$ cat src/rtl/addsub_pkg.sv
// Shared types and constants for the bit-serial adder/subtractor.
package addsub_pkg;

    localparam logic MODE_ADD = 1'b0;
    localparam logic MODE_SUB = 1'b1;

    typedef enum logic [1:0] {
        ST_IDLE = 2'd0,
        ST_RUN  = 2'd1,
        ST_DONE = 2'd2
    } addsub_state_t;

endpackage

$ cat src/rtl/addsub_bit.sv
// One-bit add/subtract cell: b is inverted when sub=1, carry-in supplies the +1.
module addsub_bit (
    input  logic a,
    input  logic b,
    input  logic cin,
    input  logic sub,
    output logic s,
    output logic cout
);

    logic bx;

    assign bx   = b ^ sub;
    assign s    = a ^ bx ^ cin;
    assign cout = (a & bx) | (a & cin) | (bx & cin);

endmodule

$ cat src/rtl/serial_addsub.sv
// Bit-serial add/subtract, LSB first, one bit per cycle.
// Define SERIAL_ADDSUB_OVF_EN to add the signed-overflow output ovf.
module serial_addsub
    import addsub_pkg::*;
#(
    parameter int unsigned WIDTH = 8,
    parameter int unsigned CNT_W = $clog2(WIDTH)
) (
    input  logic             clk,
    input  logic             reset,
    input  logic             start,
    input  logic             mode,
    input  logic [WIDTH-1:0] a,
    input  logic [WIDTH-1:0] b,
    output logic             busy,
    output logic             done,
    output logic [WIDTH-1:0] result,
`ifdef SERIAL_ADDSUB_OVF_EN
    output logic             ovf,
`endif
    output logic             flag
);

    addsub_state_t    state_q, state_d;
    logic [WIDTH-1:0] a_q, a_d;
    logic [WIDTH-1:0] b_q, b_d;
    logic             mode_q, mode_d;
    logic [CNT_W-1:0] idx_q, idx_d;
    logic             carry_q, carry_d;
    logic [WIDTH-1:0] result_q, result_d;
    logic             flag_q, flag_d;
    logic             busy_q, busy_d;
    logic             done_q, done_d;
`ifdef SERIAL_ADDSUB_OVF_EN
    logic             ovf_q, ovf_d;
`endif

    logic bit_s;
    logic bit_cout;

    addsub_bit u_bit (
        .a    (a_q[idx_q]),
        .b    (b_q[idx_q]),
        .cin  (carry_q),
        .sub  (mode_q),
        .s    (bit_s),
        .cout (bit_cout)
    );

    always_comb begin
        state_d  = state_q;
        a_d      = a_q;
        b_d      = b_q;
        mode_d   = mode_q;
        idx_d    = idx_q;
        carry_d  = carry_q;
        result_d = result_q;
        flag_d   = flag_q;
`ifdef SERIAL_ADDSUB_OVF_EN
        ovf_d    = ovf_q;
`endif
        case (state_q)
            ST_IDLE, ST_DONE: begin
                if (start) begin
                    a_d     = a;
                    b_d     = b;
                    mode_d  = mode;
                    idx_d   = '0;
                    carry_d = mode;
                    state_d = ST_RUN;
                end else begin
                    state_d = ST_IDLE;
                end
            end
            ST_RUN: begin
                result_d = {bit_s, result_q[WIDTH-1:1]};
                carry_d  = bit_cout;
                idx_d    = idx_q + CNT_W'(1);
                if (idx_q == CNT_W'(WIDTH - 1)) begin
                    // Subtract reports borrow, i.e. the complement of the carry.
                    flag_d  = (mode_q == MODE_SUB) ? ~bit_cout : bit_cout;
`ifdef SERIAL_ADDSUB_OVF_EN
                    ovf_d   = carry_q ^ bit_cout;
`endif
                    idx_d   = '0;
                    state_d = ST_DONE;
                end
            end
            default: state_d = ST_IDLE;
        endcase
        busy_d = (state_d == ST_RUN);
        done_d = (state_d == ST_DONE);
    end

    always_ff @(posedge clk) begin
        if (reset) begin
            state_q  <= ST_IDLE;
            a_q      <= '0;
            b_q      <= '0;
            mode_q   <= MODE_ADD;
            idx_q    <= '0;
            carry_q  <= 1'b0;
            result_q <= '0;
            flag_q   <= 1'b0;
            busy_q   <= 1'b0;
            done_q   <= 1'b0;
`ifdef SERIAL_ADDSUB_OVF_EN
            ovf_q    <= 1'b0;
`endif
        end else begin
            state_q  <= state_d;
            a_q      <= a_d;
            b_q      <= b_d;
            mode_q   <= mode_d;
            idx_q    <= idx_d;
            carry_q  <= carry_d;
            result_q <= result_d;
            flag_q   <= flag_d;
            busy_q   <= busy_d;
            done_q   <= done_d;
`ifdef SERIAL_ADDSUB_OVF_EN
            ovf_q    <= ovf_d;
`endif
        end
    end

    assign busy   = busy_q;
    assign done   = done_q;
    assign result = result_q;
    assign flag   = flag_q;
`ifdef SERIAL_ADDSUB_OVF_EN
    assign ovf    = ovf_q;
`endif

endmodule

$ cat config.mk
export PLATFORM = sky130hd
export DESIGN_NAME = serial_addsub
export DESIGN_NICKNAME = d
export VERILOG_FILES = /design/src/rtl/addsub_pkg.sv /design/src/rtl/addsub_bit.sv /design/src/rtl/serial_addsub.sv
export SDC_FILE = /design/constraint.sdc
export NUM_CORES = 1
export LEC_CHECK = 0
export CAP_MARGIN = 20
export CORE_ASPECT_RATIO = 1.5
export CORE_UTILIZATION = 45
export DETAILED_ROUTE_END_ITERATION = 10
export GPL_TIMING_DRIVEN = 1
export PLACE_DENSITY_LB_ADDON = 0.05
export SYNTH_ARGS = -nofsm -noshare
export SYNTH_HDL_FRONTEND = slang
export SYNTH_SLANG_ARGS = --single-unit
export TNS_END_PERCENT = 30
$ cat constraint.sdc
create_clock -name clk -period 2.6 [get_ports clk]
set_input_delay 0.52 -clock clk [delete_from_list [all_inputs] [get_ports clk]]
set_output_delay 0.52 -clock clk [all_outputs]
set_load 0.01 [all_outputs]
==> results.yml <==
outcome:
  status: "complete, no violations"
worst_setup_path:
  critPathSlowestCell: "dfxtp_1"
  slowest_delay_ps: 530
  cp_max_fo: 8
  criticalPathCategory: "register to register"
  end_kind: "register"
  critPathArrivalTime_ps: 2450
  start_kind: "register"
  worstPathCellList: "mux2i_1, mux4_2, xor2_1, fa_1, xnor2_1, nand3_1, a21oi_1"
  critPathRequiredTime_ps: 2810
global_route:
  grt_max_degree: 35
  grt.total_usage: 0.191
  grt.busiest_layer: "met2"
  grt_pass1_wl_um: 4530
  use_met3: 0.0729
  grt_pass1_vias: 1045
  grt_overflow_total: 0
  use_met1: 0.210
  met2_usage: 0.321
  antenna_found_initial: 0
sta:
  hold_viol: 0
  drv_slew: 0
  setup_viol: 0
  worstMarginPinSlew_ps: 781
  tns_ps: 0
  min_period_over_period: 0.860
  grt_setup_unrepaired: "false"
  finalCriticalPeriod_ps: 2240
  slew_headroom: 0.480
  fin_worst_skew_ps: 3.96
  fmax_ghz: 0.447
synthesis:
  avgSynthCellArea_um2: 8.67
  synth_top_area_cell: "dfxtp_1"
  ys_ff_latch: 34
  netlist_top_cells_area: "dfxtp_1 (50%), nand2_1 (14%), a21oi_1 (10%)"
  yosysSeqAreaShare: 0.497
  netlist.area_leader.share: 0.497
  syn_nets: 181
  synth_cell_types: 25
  syn-instance-count: 158
  synth_warnings: 0
  syn-cell-area_um2: 1370
power_and_ir_drop:
  internal_power_uw: 824
  power_density_nw_per_um2: 610
  power.share.clock: 0.364
  switching_share: 0.238
  p_seq_frac: 0.519
  peakVddDrop_v: 0.000389
  p_leak_uw: 0.000633
  p_sw_uw: 258
  pwr-share-comb: 0.116
die:
  num_rows: 24
  die-area_um2: 3270
  chipWidth_um: 47.1
  ios: 31
  core_um2: 2910
  fp.dieH_um: 69.6
  start_util: 0.470
placement:
  gp_congestion: 0.711
  io_buffers: 30
  dpl.hpwl_um: 1880
  dpl_cell_area_um2: 1680
cts:
  clock-sinks: 34
  cts_tree: "yes"
  hold_buffers: 0
  cts_buffer_depth: 2
  clock-root-buffer: "clkbuf_8"
  htree_levels: 2
  cts-resized-gates: 0
  clkTransAtPathRegs_ps: 70
  cts_setup_buffers: 0
  cts_inserted_buffers: 5
  insertion_delay_ps: 280
layout:
  seq_area_um2: 681
  utilization: 0.609
  drive_above_1_share: 0.0535
  multi_input_area_um2: 633
  final_area_um2: 1770
  synthToLayoutAreaGrowth_pct: 29.4
  nets: 209
  num_antenna_cells: 0
  fill_cells: 263
routing:
  initialDrtViolationCount: 13
  viasPerCell: 4.92
  wl_per_cell_um: 11.6
  postRouteWirelength_um: 2630
  first_pass_iters: 3
  drc: 0
  ant_nets: 0
  via_count: 1113
hold_path:
  hold_path_class: "register to register"
flow_run:
  drv_cap: 0
-- power groups by stage --
stage / sequential [uW] / combinational [uW] / clock [uW]
3_3_place_gp: 573 / 123 / 0
4_1_cts: 562 / 128 / 403
2_1_floorplan: 570 / 78.0 / 0
5_1_grt: 565 / 141 / 440
6_report: 562 / 126 / 394
3_5_place_dp: 574 / 128 / 0
-- cell families after synthesis --
kind of cell,after synthesis,synth area share
fa+ha+maj,3,0.0329
xor+xnor,2,0.0128
buf+inv,12,0.0411
simple gates,67,0.201
compound gates,32,0.124
flops,34,0.497
mux,8,0.0913
-- cell usage after synthesis --
cell and number:
xor2_1 1, ha_1 2, a211oi_1 1, a31oi_1 1, nand3b_1 1, o21a_1 1, mux2i_1 5, nand2b_1 2
mux4_2 1, mux4_1 2, a2bb2oi_1 1, dfxtp_1 34, a21oi_1 28, nor2b_1 2, buf_6 1, buf_2 3
inv_1 1, buf_1 1, nand3_1 4, nor2_1 6, xnor2_1 1, clkbuf_1 6, fa_1 1, nor4b_1 1
nand2_1 51
-- worst max-delay path, delay by kind of cell, from the launching register on --
kind                       cells  cell delay (ps)
adders and majority gates      1              420
and+or+nand+nor                1               80
AOI/OAI and AO/OA              1              180
xor gates and xnor gates       2              330
muxes                          2              610
DFF                            1              530
-- cells in the final DEF (no fill, tap or decap), drive strengths merged --
cell type / netlist / layout
nand3: 4 / 4
a31oi: 1 / 1
dfxtp: 34 / 34
a211oi: 1 / 1
ha: 2 / 2
inv: 1 / 1
clkinv: 0 / 1
a21oi: 28 / 28
nor2: 6 / 6
nand2b: 2 / 2
nand2: 51 / 51
o21a: 1 / 1
a2bb2oi: 1 / 1
xnor2: 1 / 1
nor2b: 2 / 2
buf: 5 / 2
nor4b: 1 / 1
fa: 1 / 1
clkdlybuf4s50: 0 / 30
mux4: 3 / 3
xor2: 1 / 1
clkbuf: 6 / 7
nand3b: 1 / 1
mux2i: 5 / 5
-- layout make-up --
| type | count | share of cell area |
|---|---|---|
| Multi-Input combinational cell | 112 | 0.357 |
| Clock inverter | 1 | 0.00282 |
| Sequential cell | 34 | 0.384 |
| Timing Repair Buffer | 32 | 0.178 |
| Clock buffer | 7 | 0.0487 |
| Inverter | 1 | 0.00212 |
| Tap cell | 39 | 0.0275 |
-- metal layers --
layer | wire [um] | part of all wire | vias up
li1 | - | - | 580
met1 | 1090 | 0.42 | 509
met2 | 1430 | 0.54 | 22
met3 | 85 | 0.032 | 2
met4 | 21 | 0.0080 | 0
met5 | 0 | 0 | -
-- registers in the layout, indices dropped and copies added, names as in the netlist --
signal / flops
a_q: 8
b_q: 8
busy: 1
carry_q: 1
done: 1
flag: 1
idx_q: 3
mode_q: 1
result: 8
state_q: 2
-- metrics by stage --
stage                     hold slack, ps  setup WS, ps  power [uW]  instances
after floorplan                      432           643         648        158
after global placement               441           493         697        218
after detailed placement             445           358         702        218
after CTS                            454           346        1090        226
after global routing                 478           248        1150        226
final                                452           363        1080        226
-- path summary, 6_finish.rpt --
| kind | from | endpoint | slack, ps | depth (start not counted) |
|---|---|---|---|---|
| max reg2reg | idx_q[1]$_SDFFE_PP0P_ | flag$_SDFFE_PP0P_ | 360 | 7 |
| max | idx_q[1]$_SDFFE_PP0P_ | flag$_SDFFE_PP0P_ | 360 | 7 |
| min reg2reg | a_q[0]$_SDFFE_PP0P_ | a_q[0]$_SDFFE_PP0P_ | 450 | 2 |
| min | a_q[0]$_SDFFE_PP0P_ | a_q[0]$_SDFFE_PP0P_ | 450 | 2 |
Note: power is estimated with default switching activity, not from simulation.
